File: src/rtl/codec_dac_serializer.sv
// WM8731 DAC serializer: master-mode audio interface driver.
// Pops one {left, right} pair per frame from a FWFT FIFO and shifts it out MSB first in
// I2S or left-justified framing. It also generates m_clk, b_clk and dac_lr_clk.
module codec_dac_serializer #(
  parameter int unsigned DATA_W      = 16,
  parameter int unsigned BITS_PER_CH = 32,
  parameter int unsigned BCLK_HALF   = 8,
  parameter int unsigned MCLK_HALF   = 2
) (
  input  logic              clk,
  input  logic              reset,
  input  logic              enable,
  input  logic              fmt_lj,
  input  logic [2*DATA_W-1:0] fifo_data,
  input  logic              fifo_empty,
  output logic              fifo_rd,
  input  logic              clr_underrun,
  output logic              underrun,
  output logic              sample_tick,
  output logic              m_clk,
  output logic              b_clk,
  output logic              dac_lr_clk,
  output logic              dacdat
);

  localparam int unsigned FrameBits = 2 * BITS_PER_CH;
  localparam int unsigned BitW      = $clog2(FrameBits);
  localparam int unsigned DivW      = (BCLK_HALF > 1) ? $clog2(BCLK_HALF) : 1;
  localparam int unsigned MclkW     = (MCLK_HALF > 1) ? $clog2(MCLK_HALF) : 1;
  localparam int unsigned IdxW      = (DATA_W > 1) ? $clog2(DATA_W) : 1;

  localparam logic [BitW-1:0]  BitLast  = BitW'(FrameBits - 1);
  localparam logic [DivW-1:0]  DivLast  = DivW'(BCLK_HALF - 1);
  localparam logic [MclkW-1:0] MclkLast = MclkW'(MCLK_HALF - 1);

  logic [MclkW-1:0]  mclk_cnt_q;
  logic              m_clk_q;
  logic [DivW-1:0]   div_cnt_q;
  logic              b_clk_q;
  logic [BitW-1:0]   bit_cnt_q;
  logic              dac_lr_q;
  logic              dacdat_q;
  logic              fifo_rd_q;
  logic              sample_tick_q;
  logic              underrun_q;
  logic [DATA_W-1:0] left_sr_q;
  logic [DATA_W-1:0] right_sr_q;
  logic              fmt_lj_q;

  logic              div_last;
  logic              fall;
  logic              frame_start;
  logic [BitW-1:0]   bit_nxt;
  logic [DATA_W-1:0] left_nxt;
  logic [DATA_W-1:0] right_nxt;
  logic [DATA_W-1:0] chan;
  logic              fmt_nxt;
  logic              dat_nxt;
  int unsigned       bit_idx;
  int unsigned       slot;

  // Next-bit decode: dacdat is computed from the post-edge bit_cnt and the data that will be
  // latched, so a frame-start edge already outputs the freshly loaded word.
  always_comb begin
    div_last    = (div_cnt_q == DivLast);
    fall        = div_last && b_clk_q;
    bit_nxt     = (bit_cnt_q == BitLast) ? '0 : bit_cnt_q + 1'b1;
    frame_start = fall && (bit_nxt == '0);
    left_nxt    = left_sr_q;
    right_nxt   = right_sr_q;
    fmt_nxt     = fmt_lj_q;
    if (frame_start) begin
      left_nxt  = fifo_empty ? '0 : fifo_data[2*DATA_W-1:DATA_W];
      right_nxt = fifo_empty ? '0 : fifo_data[DATA_W-1:0];
      fmt_nxt   = fmt_lj;
    end
    bit_idx = 32'(bit_nxt);
    slot    = bit_idx % BITS_PER_CH;
    chan    = (bit_idx < BITS_PER_CH) ? left_nxt : right_nxt;
    dat_nxt = 1'b0;
    if (fmt_nxt) begin
      if (slot < DATA_W) dat_nxt = chan[IdxW'(DATA_W - 1 - slot)];
    end else if (slot >= 1 && slot <= DATA_W) begin
      // I2S: one b_clk of delay after the LR transition.
      dat_nxt = chan[IdxW'(DATA_W - slot)];
    end
  end

  // Free-running codec master clock, independent of enable.
  always_ff @(posedge clk) begin
    if (reset) begin
      mclk_cnt_q <= '0;
      m_clk_q    <= 1'b0;
    end else if (mclk_cnt_q == MclkLast) begin
      mclk_cnt_q <= '0;
      m_clk_q    <= ~m_clk_q;
    end else begin
      mclk_cnt_q <= mclk_cnt_q + 1'b1;
    end
  end

  // Bit clock, frame counter, serial data and FIFO pop.
  always_ff @(posedge clk) begin
    if (reset) begin
      div_cnt_q     <= '0;
      b_clk_q       <= 1'b0;
      bit_cnt_q     <= BitLast;
      dac_lr_q      <= 1'b1;
      dacdat_q      <= 1'b0;
      fifo_rd_q     <= 1'b0;
      sample_tick_q <= 1'b0;
      left_sr_q     <= '0;
      right_sr_q    <= '0;
      fmt_lj_q      <= 1'b0;
    end else if (!enable) begin
      // Idle: any partial frame is dropped; the next enable restarts from a clean frame.
      div_cnt_q     <= '0;
      b_clk_q       <= 1'b0;
      bit_cnt_q     <= BitLast;
      dac_lr_q      <= 1'b1;
      dacdat_q      <= 1'b0;
      fifo_rd_q     <= 1'b0;
      sample_tick_q <= 1'b0;
    end else begin
      fifo_rd_q     <= frame_start && !fifo_empty;
      sample_tick_q <= frame_start;
      if (div_last) begin
        div_cnt_q <= '0;
        b_clk_q   <= ~b_clk_q;
      end else begin
        div_cnt_q <= div_cnt_q + 1'b1;
      end
      if (fall) begin
        bit_cnt_q  <= bit_nxt;
        dac_lr_q   <= (bit_idx >= BITS_PER_CH);
        dacdat_q   <= dat_nxt;
        left_sr_q  <= left_nxt;
        right_sr_q <= right_nxt;
        fmt_lj_q   <= fmt_nxt;
      end
    end
  end

  // Sticky underrun: a starved frame start beats a simultaneous clear.
  always_ff @(posedge clk) begin
    if (reset) begin
      underrun_q <= 1'b0;
    end else if (enable && frame_start && fifo_empty) begin
      underrun_q <= 1'b1;
    end else if (clr_underrun) begin
      underrun_q <= 1'b0;
    end
  end

  assign fifo_rd     = fifo_rd_q;
  assign underrun    = underrun_q;
  assign sample_tick = sample_tick_q;
  assign m_clk       = m_clk_q;
  assign b_clk       = b_clk_q;
  assign dac_lr_clk  = dac_lr_q;
  assign dacdat      = dacdat_q;

endmodule

File: config.mk
export PLATFORM = sky130hd
export DESIGN_NAME = codec_dac_serializer
export DESIGN_NICKNAME = d
export VERILOG_FILES = /design/src/rtl/codec_dac_serializer.sv
export SDC_FILE = /design/constraint.sdc
export NUM_CORES = 1
export LEC_CHECK = 0
export ABC_AREA = 1
export CELL_PAD_IN_SITES_DETAIL_PLACEMENT = 1
export CELL_PAD_IN_SITES_GLOBAL_PLACEMENT = 1
export CORE_MARGIN = 2
export CORE_UTILIZATION = 41
export DETAILED_ROUTE_END_ITERATION = 12
export GPL_TIMING_DRIVEN = 0
export PLACE_DENSITY = 0.86
export SLEW_MARGIN = 15
export SYNTH_ARGS = -nofsm -noshare
export SYNTH_HDL_FRONTEND = slang
export SYNTH_SLANG_ARGS = --single-unit
File: constraint.sdc
create_clock -name clk -period 4.55 [get_ports clk]
set_input_delay 0.91 -clock clk [delete_from_list [all_inputs] [get_ports clk]]
set_output_delay 0.91 -clock clk [all_outputs]
set_load 0.03 [all_outputs]
## After elaboration in Yosys (flattened, before gate mapping)

Index checks and enable logic that the tools add are counted.
Widths: inputs -> output; s select.

| storage, ports and cells | value |
|---|---|
| output and inout bits | 7 |
| memories kept | 0 |
| bits in writable memories | 0 |
| bits of input ports | 38 |
| bits in read-only memories | 0 |
| word-level logic and storage cells | 59 |
| register bits after elaboration | 50 |
| latch bits | 0 |

| operators by class | value |
|---|---|
| multiply operators | 0 |
| div/mod/pow operators | 0 |
| bitwise logic cells | 3 |
| add/sub/neg operators | 5 |
| $lt $le $gt $ge | 7 |
| reduce and logical (&&, ||, !) cells | 13 |
| shift operators | 0 |
| equality and inequality tests | 2 |
| muxes and demuxes | 16 |

Operator list:

| kind | number |
|---|---|
| $mux 16 | 5 |
| $lt 4x5->1 const B | 2 |
| $bmux 1 s4 | 2 |
| $mux 1 | 8 |
| $add 6x1->6 const B | 1 |
| $eq 6x6->1 const B | 1 |
| $ge 6x6->1 const B | 1 |
| $logic_and 1x1->1 | 6 |
| $logic_not 6->1 | 1 |
| $lt 6x6->1 const B | 1 |
| $mux 6 | 1 |
| $ge 5x1->1 const B | 1 |
| $le 5x5->1 const B | 1 |
| $lt 5x5->1 const B | 1 |
| $reduce_or 2->1 | 2 |
| $sub 1x4->4 const A | 1 |
| $sub 4x4->4 const A | 1 |
| $add 3x1->3 const B | 1 |
| $eq 3x3->1 const B | 1 |
| $not 1->1 | 3 |
| $reduce_or 3->1 | 1 |
| $reduce_and 2->1 | 1 |
| $reduce_bool 2->1 | 1 |
| $add 1x1->1 const B | 1 |
| $logic_not 1->1 | 1 |

## Longest topological paths before layout

Gate-level depths: netlist of the first run.

| depth | value |
|---|---|
| depth in word-level cells | 10 |
| depth in mapped cells | 21 |
| depth with buffers taken out | 20 |

## Least setup slack after synthesis of the first run

Ideal clock, no wire load.

| timing path | value |
|---|---|
| path kind | input port to flip-flop |
| start point | in fifo_empty |
| end point | reg dacdat_q (netlist: dacdat) |
| slack | 2.250 ns |
| library setup time | 0.056 ns |
| stages | 15 |
| path buffers | 2 |
| arrival | 2.244 ns |
| required time | 4.494 ns |
| cell sequence | buf_2 > inv_1 > clkbuf_1 > nand2_1 > nand4_1 > nand3_2 > nand3_1 > nand2_1 > nor2_1 > nand2_1 > nand3_1 > nand3_1 > nand3_1 > nand2_1 > inv_1 |

| on the way | value |
|---|---|
| word-level cells in the longest chain between the ends | 7 |
| elaborated cells between the ends (all ways) | 12 |
| those cells by class | mux: 12 |

Ends and longest elaborated chain:

| element | RTL line | RTL |
|---|---|---|
| start: declaration | 15 | `input logic fifo_empty,` |
| $mux 16 (on tied branches) | 74, 73 |  |
| $mux 16 | 72 | `if (frame_start) begin` |
| $mux 16 (*) | 79 | `chan = (bit_idx < BITS_PER_CH) ? left_nxt : right_nxt;` |
| $bmux 1 s4 (on tied branches) | 85, 82 |  |
| $mux 1 (on tied branches) | 85, 82 |  |
| $mux 1 (on tied branches) | 83, 82 |  |
| $mux 1 (*) | 81 | `if (fmt_nxt) begin` |
| end signal: assignment | 136 | `dacdat_q <= dat_nxt;` |
| end: declaration | 42 | `logic dacdat_q;` |

Mark *: on every way between the ends. The rest lies on a longest branch, timed or not. The select of a mux whose other input is x is not followed.
A chain may end at the register's enable or synchronous reset.

## Worst setup path in the final report of the first run

| timing path | value |
|---|---|
| start point | reg div_cnt_q[0] |
| end point | reg dacdat_q (netlist: dacdat) |

| on the way | value |
|---|---|
| word-level cells in the longest chain between the ends | 9 |
| elaborated cells between the ends (all ways) | 14 |
| those cells by class | eq/ne: 1; mux: 11; reduce/logical: 2 |

Ends and longest elaborated chain:

| element | RTL line | RTL |
|---|---|---|
| start: declaration | 38 | `logic [DivW-1:0] div_cnt_q;` |
| start signal: assignment | 131 | `div_cnt_q <= div_cnt_q + 1'b1;` |
| $eq 3x3->1 (*) | 65 | `div_last = (div_cnt_q == DivLast);` |
| $logic_and 1x1->1 (*) | 66 | `fall = div_last && b_clk_q;` |
| $logic_and 1x1->1 | 68 | `frame_start = fall && (bit_nxt == '0);` |
| $mux 16 | 72 |  |
| $mux 16 | 79 |  |
| $bmux 1 s4 (on tied branches) | 85, 82 |  |
| $mux 1 (on tied branches) | 85, 82 |  |
| $mux 1 (on tied branches) | 83, 82 |  |
| $mux 1 | 81 |  |

Marked as above.

==> flow_summary.toml, run 1 <==
[power_and_ir_drop]
p_seq_share_pct = 56.5
ir_drop_v = 0.000119
power_density_mw_per_mm2 = 195
comb_power_share_pct = 8.2
power_frac_clock_pct = 35.3
switchingPower_mw = 0.196
p_total_mw = 0.781
leakagePower_nw = 2.10
internal_power_mw = 0.585
swShare_pct = 25.1

[critical_path]
cp_slowest_cell = "dfxtp_1"
worstPathMaxFanout = 9
arrival_ns = 2.94
critical_path_class = "flip-flop to flip-flop"
crit_top_cell = "nand2_1"
crit_family = "simple AND/OR/NAND/NOR gates"
cpPeakStageDelay_ns = 0.35
cp_num_buf_inv = 4
crit_required_ns = 4.77
critPathLaunchType = "flip-flop"
critical_path.cell_chain = "ha_1 -> ha_1 -> nand2_1 -> inv_2 -> nand3_4 -> nor2_8 -> nand3_2 -> inv_1 -> nand2_1 -> nand3_1 -> nand3_1 -> nand2_1 -> inv_1 -> nand2_1 -> nand3b_1 -> nand3_1 -> nand3_1 -> nand2_1 -> inv_1"
end_kind = "flip-flop"

[drt]
totalWireLength_um = 10800
remaining_drc_errors = 0
wl_per_cell_um = 15.4
ant_nets = 0
drt_iter0_drc = 172
vias = 3623
first_pass_iters = 5
vias_per_cell = 5.15

[placed_design]
hpwl_um = 8360
io_buffers = 42
post_dp_cell_area_mm2 = 0.00392
finalWeightedCongestion = 0.939

[global_route]
grt_pass1_wl_um = 17600
antenna_found_initial = 0
grt_overflow_total = 0
grt_pass1_vias = 3711
grt_max_degree = 16
groute.usage.overall_pct = 25.1

[synth]
synth_edf_count = 0
syn_area_mm2 = 0.00337
synth_fp_nets = 592
synthArstFlopShare_pct = 0
synthCells = 549
ys_types = 33
synth_warnings = 0
synth_flop_cell = "dfxtp_1"
synth_seq_cells = 50
ys_seq_area_share_pct = 29.7
syn_avg_cell_area_um2 = 6.13

[floorplanning]
dieArea_mm2 = 0.00895
die_y_um = 94.6
ios = 45
rows = 33
die_x_um = 94.6
core_mm2 = 0.00809
initial_core_util_pct = 41.6

[sta]
fin_crit_ns = 2.72
slew_viol_final = 0
slew_headroom_pct = 61.8
tightest_slew_ns = 0.571
setup_viol = 0
rsz0062_at_grt = "false"
fmax_mhz = 368
finalHoldViolCount = 0
min_period_over_period_pct = 59.7
setup_tns_ns = 0
clock_skew_ns = 0.0102

[cts]
tritoncts = "built"
cts_buffer_depth = 2
htree_levels = 2
clkLatencyLatePin_ns = 0.31
cts_hold_buffers = 0
cts_resized = 0
cts_root_buffer = "clkbuf_8"
cts_num_sinks = 50
path_clk_slew_ns = 0.10
cts_buffers = 5
post-cts-setup-buffers = 0

[job]
drv_cap = 0

[final_layout]
nFillCells = 1127
n_antenna_cell = 0
final_cell_mix = "inv_1 (113), nand2_1 (106), dfxtp_1 (50), nand3_1 (46), o21ai_0 (46)"
area_growth_pct = 19.0
final_cell_area_mm2 = 0.00401
multi_input_area_mm2 = 0.00180
seq_area_mm2 = 0.00100
drive_gt1_share_pct = 7.51
layout.nets = 641
layout_commonest_cell = "inv_1"

[worst_hold_path]
hold_path.class = "flip-flop to flip-flop"

[run_status]
status = "completed"
cell families (layout without fill, tap and decap cells):
family | Yosys count | count (layout) | share of synthesized area, %
AO/OA/AOI/OAI | 95 | 95 | 14.7
XOR/XNOR | 2 | 2 | 0.520
adder cells (fa/ha/maj) | 5 | 5 | 1.86
buffers and inverters | 143 | 193 | 16.7
flip-flops | 50 | 50 | 29.7
AND/OR/NAND/NOR | 254 | 254 | 36.5
worst paths after layout:
kind | end | slack [ns] | startpoint | depth (start not counted)
setup / recovery | dacdat | 1.83 | div_cnt_q[0] | 19
hold / removal | div_cnt_q[0] | 0.43 | div_cnt_q[0] | 1
setup reg to reg | dacdat | 1.83 | div_cnt_q[0] | 19
hold reg to reg | div_cnt_q[0] | 0.43 | div_cnt_q[0] | 1
stage by stage:
stage | hold WS [ns] | instances | worst slack, ns | util (%)
floorplan | 0.397 | 549 | 2.25 | -
global placement | 0.406 | 696 | 1.63 | 48.4
detailed placement | 0.421 | 696 | 1.52 | 48.4
CTS | 0.434 | 704 | 1.82 | 49.5
global route | 0.466 | 704 | 1.58 | 49.5
finish | 0.428 | 704 | 1.83 | 49.5
per-layer routing:
| metal | track usage, % | vias up | share of wire (%) |
|---|---|---|---|
| met3 | 2.95 | 18 | 4.0 |
| li1 | - | 1805 | - |
| met5 | 0 | - | 0 |
| met1 | 30.6 | 1719 | 43 |
| met4 | 7.49 | 0 | 2.2 |
| met2 | 45.9 | 81 | 51 |
worst reg2reg max path: stages (launching register included):
cell      delay, ns
dfxtp_1        0.35
ha_1           0.15
ha_1           0.20
nand2_1        0.12
inv_2          0.17
nand3_4        0.12
nor2_8         0.18
nand3_2        0.11
inv_1          0.33
nand2_1        0.11
nand3_1        0.14
nand3_1        0.10
nand2_1        0.10
inv_1          0.04
nand2_1        0.06
nand3b_1       0.09
nand3_1        0.09
nand3_1        0.08
nand2_1        0.07
inv_1          0.04
power groups by stage:
stage	Combinational, mW	Sequential, mW	Clock, mW
2_1_floorplan	0.0219	0.453	0
4_1_cts	0.0652	0.441	0.281
3_3_place_gp	0.0633	0.451	0
6_report	0.0640	0.441	0.276
3_5_place_dp	0.0648	0.451	0
5_1_grt	0.0705	0.442	0.297
cells in the mapped netlist, drive strengths merged, types with 2 or more instances:
master | count | area share (%)
a21oi | 36 | 5.4
o21ai | 51 | 7.6
a22oi | 5 | 1.1
nor3 | 2 | 0.30
and2 | 16 | 3.0
buf | 10 | 1.8
nand2 | 117 | 14
nand4 | 14 | 2.6
nor2 | 46 | 5.7
clkbuf | 15 | 1.7
ha | 5 | 1.9
dfxtp | 50 | 30
nand3 | 57 | 10
inv | 117 | 13
registers in the layout, indices dropped and copies added (netlist names), 3 cells and up:
register / cells
div_cnt_q: 3
left_sr_q: 16
right_sr_q: 16
bit_cnt_q: 6
layout make-up:
cell class              count  share of cell area (%)
flip-flops and latches     50                    25.0
clock buffers               6                    1.81
plain buffers              25                    2.94
well taps                 105                    3.28
inverters                 118                    11.1
repair buffers             42                    10.5
clock inverters             2                   0.344
multi-input cells         356                    45.0
Power figures use the tool's default switching activity.
==> inputs of run 2 (changes only) <==
Settings changed: CORE_UTILIZATION 41 to 38, PLACE_DENSITY 0.86 to 0.8.
Clock period 4.55 ns to 2.6 ns, I/O delays scaled along.
==> run 2 against run 1 <==
Wire length is 2.3% higher. Fmax is 12% higher. Sequential share of layout area is 0.58 points lower. Clock skew is 0.0011 ns higher. Sequential power is 75% higher. Worst hold slack worse by 0.015 ns. Global-route usage is 1.9 points lower. Critical endpoint unchanged. Largest power group unchanged. Highest routed layer unchanged.
==> flow_summary.toml, run 2 (same netlist as run 1, synthesis figures left out) <==
[cts]
cts_num_sinks = 50
htree_levels = 2
cts_buffer_depth = 2
cts_buffers = 5
cts_hold_buffers = 0
cts_root_buffer = "clkbuf_8"
tritoncts = "built"
clkLatencyLatePin_ns = 0.32
path_clk_slew_ns = 0.10

[global_route]
grt_overflow_total = 0
groute.usage.overall_pct = 23.2
grt_pass1_wl_um = 18100
grt_max_degree = 16
grt_pass1_vias = 3767
antenna_found_initial = 0

[floorplanning]
rows = 34
ios = 45
initial_core_util_pct = 39.0
die_y_um = 98.1
dieArea_mm2 = 0.00963
die_x_um = 98.1
core_mm2 = 0.00864

[worst_hold_path]
whs_endpoint = "div_cnt_q[0]"
holdPathStages = 1
worstHoldStart = "div_cnt_q[0]"
hold_path.class = "flip-flop to flip-flop"

[placed_design]
io_buffers = 42
finalWeightedCongestion = 0.929
hpwl_um = 8370

[critical_path]
rrSetupSlack_ns = 0.19
worstPathMaxFanout = 10
r2r_cells = 17
end_kind = "flip-flop"
crit_required_ns = 2.82
critical_path_class = "flip-flop to flip-flop"
reg2reg_from = "bit_cnt_q[1]"
startpoint = "bit_cnt_q[1]"
worst_r2r_endpoint = "dacdat"
arrival_ns = 2.63
critPathLaunchType = "flip-flop"

[sta]
fmax_mhz = 414
clock_skew_ns = 0.0113
fin_crit_ns = 2.41
rsz0062_at_grt = "true"
slew_viol_final = 0
min_period_over_period_pct = 92.9
tightest_slew_ns = 0.605
slew_headroom_pct = 59.7
setup_tns_ns = 0
setup_viol = 0
finalHoldViolCount = 0

[final_layout]
layout.nets = 645
utilization_pct = 47.7
nFillCells = 1199
area_growth_pct = 22.4
final_cell_mix = "inv_1 (112), nand2_1 (105), nand3_1 (46), o21ai_0 (46), dfxtp_1 (46)"
top_regs = "left_sr_q (16), right_sr_q (16), bit_cnt_q (6)"
n_antenna_cell = 0
drive_gt1_share_pct = 10.3
layout_commonest_cell = "inv_1"

[power_and_ir_drop]
power_density_mw_per_mm2 = 357
ir_drop_v = 0.000190
leakagePower_nw = 2.12

[drt]
totalWireLength_um = 11100
ant_nets = 0
vias = 3664
wl_per_cell_um = 15.6
first_pass_iters = 4
remaining_drc_errors = 0
drt_iter0_drc = 116
vias_per_cell = 5.15

[run_status]
status = "completed"

[job]
drv_cap = 0
[run 2: what timing repair did]
action,4_1_cts,5_1_grt
gates cloned,0,1
endpoints found under the setup margin,2,32
resized for setup,2,19
buffers inserted,1,2
pin swaps,0,1
[run 2: worst max path at each step]
stage | to | slack (ns) | depth (start not counted)
floorplan | dacdat | 0.48 | 20
global placement | dacdat | -0.02 | 19
detailed placement | dacdat | -0.07 | 19
CTS | dacdat | 0.02 | 19
global route | dacdat | -0.01 | 20
finish | dacdat | 0.19 | 17
[run 2: area by class of cell]
| cell class | count | area [µm²] | area share, % |
|---|---|---|---|
| multi-input cells | 356 | 1840 | 44.7 |
| well taps | 108 | 135 | 3.28 |
| plain buffers | 25 | 125 | 3.04 |
| flip-flops and latches | 50 | 1010 | 24.4 |
| repair buffers | 46 | 448 | 10.9 |
| clock buffers | 6 | 72.6 | 1.76 |
| clock inverters | 2 | 37.5 | 0.911 |
| inverters | 118 | 455 | 11.1 |
[run 2: layer usage]
metal  vias up  share of wire, %  wire length [µm]  global-route usage, %
met2        76                48              5290                   40.4
met4         0               2.5               271                   7.17
li1       1817                 -                 -                      -
met3        25               3.3               366                   3.15
met1      1746                46              5140                   29.8
met5         -                 0                 0                      0
[run 2: per-stage QoR]
| step | std cells | area [µm²] | hold WS, ns | total power [mW] | worst slack [ns] |
|---|---|---|---|---|---|
| 2_1_floorplan | 549 | 3370 | 0.397 | 0.831 | 0.476 |
| 3_3_place_gp | 699 | 3920 | 0.406 | 0.901 | -0.0229 |
| 3_5_place_dp | 699 | 3920 | 0.426 | 0.904 | -0.0671 |
| 4_1_cts | 708 | 4050 | 0.440 | 1.48 | 0.0229 |
| 5_1_grt | 711 | 4120 | 0.439 | 1.52 | -0.00977 |
| 6_report | 711 | 4120 | 0.412 | 1.47 | 0.186 |
[run 2: critical path, stage by stage (launching register included)]
cell and delay, ns:
dfxtp_2 0.39, ha_4 0.16, nand2_2 0.08, inv_2 0.08, nand3_2 0.13, nand3_2 0.20, buf_2 0.25, nand4_1 0.15
nand3_1 0.15, nand2_1 0.09, o21ai_0 0.16, inv_1 0.06, nand2_1 0.06, nand3b_1 0.07, nand3_1 0.10, nand3_1 0.08
nand2_1 0.07, inv_1 0.04
[run 2: power breakdown]
| part | switching (mW) | internal (mW) |
|---|---|---|
| sequential | 0.00265 | 0.770 |
| clock | 0.295 | 0.288 |
| combinational | 0.0514 | 0.0623 |
| total | 0.349 | 1.12 |
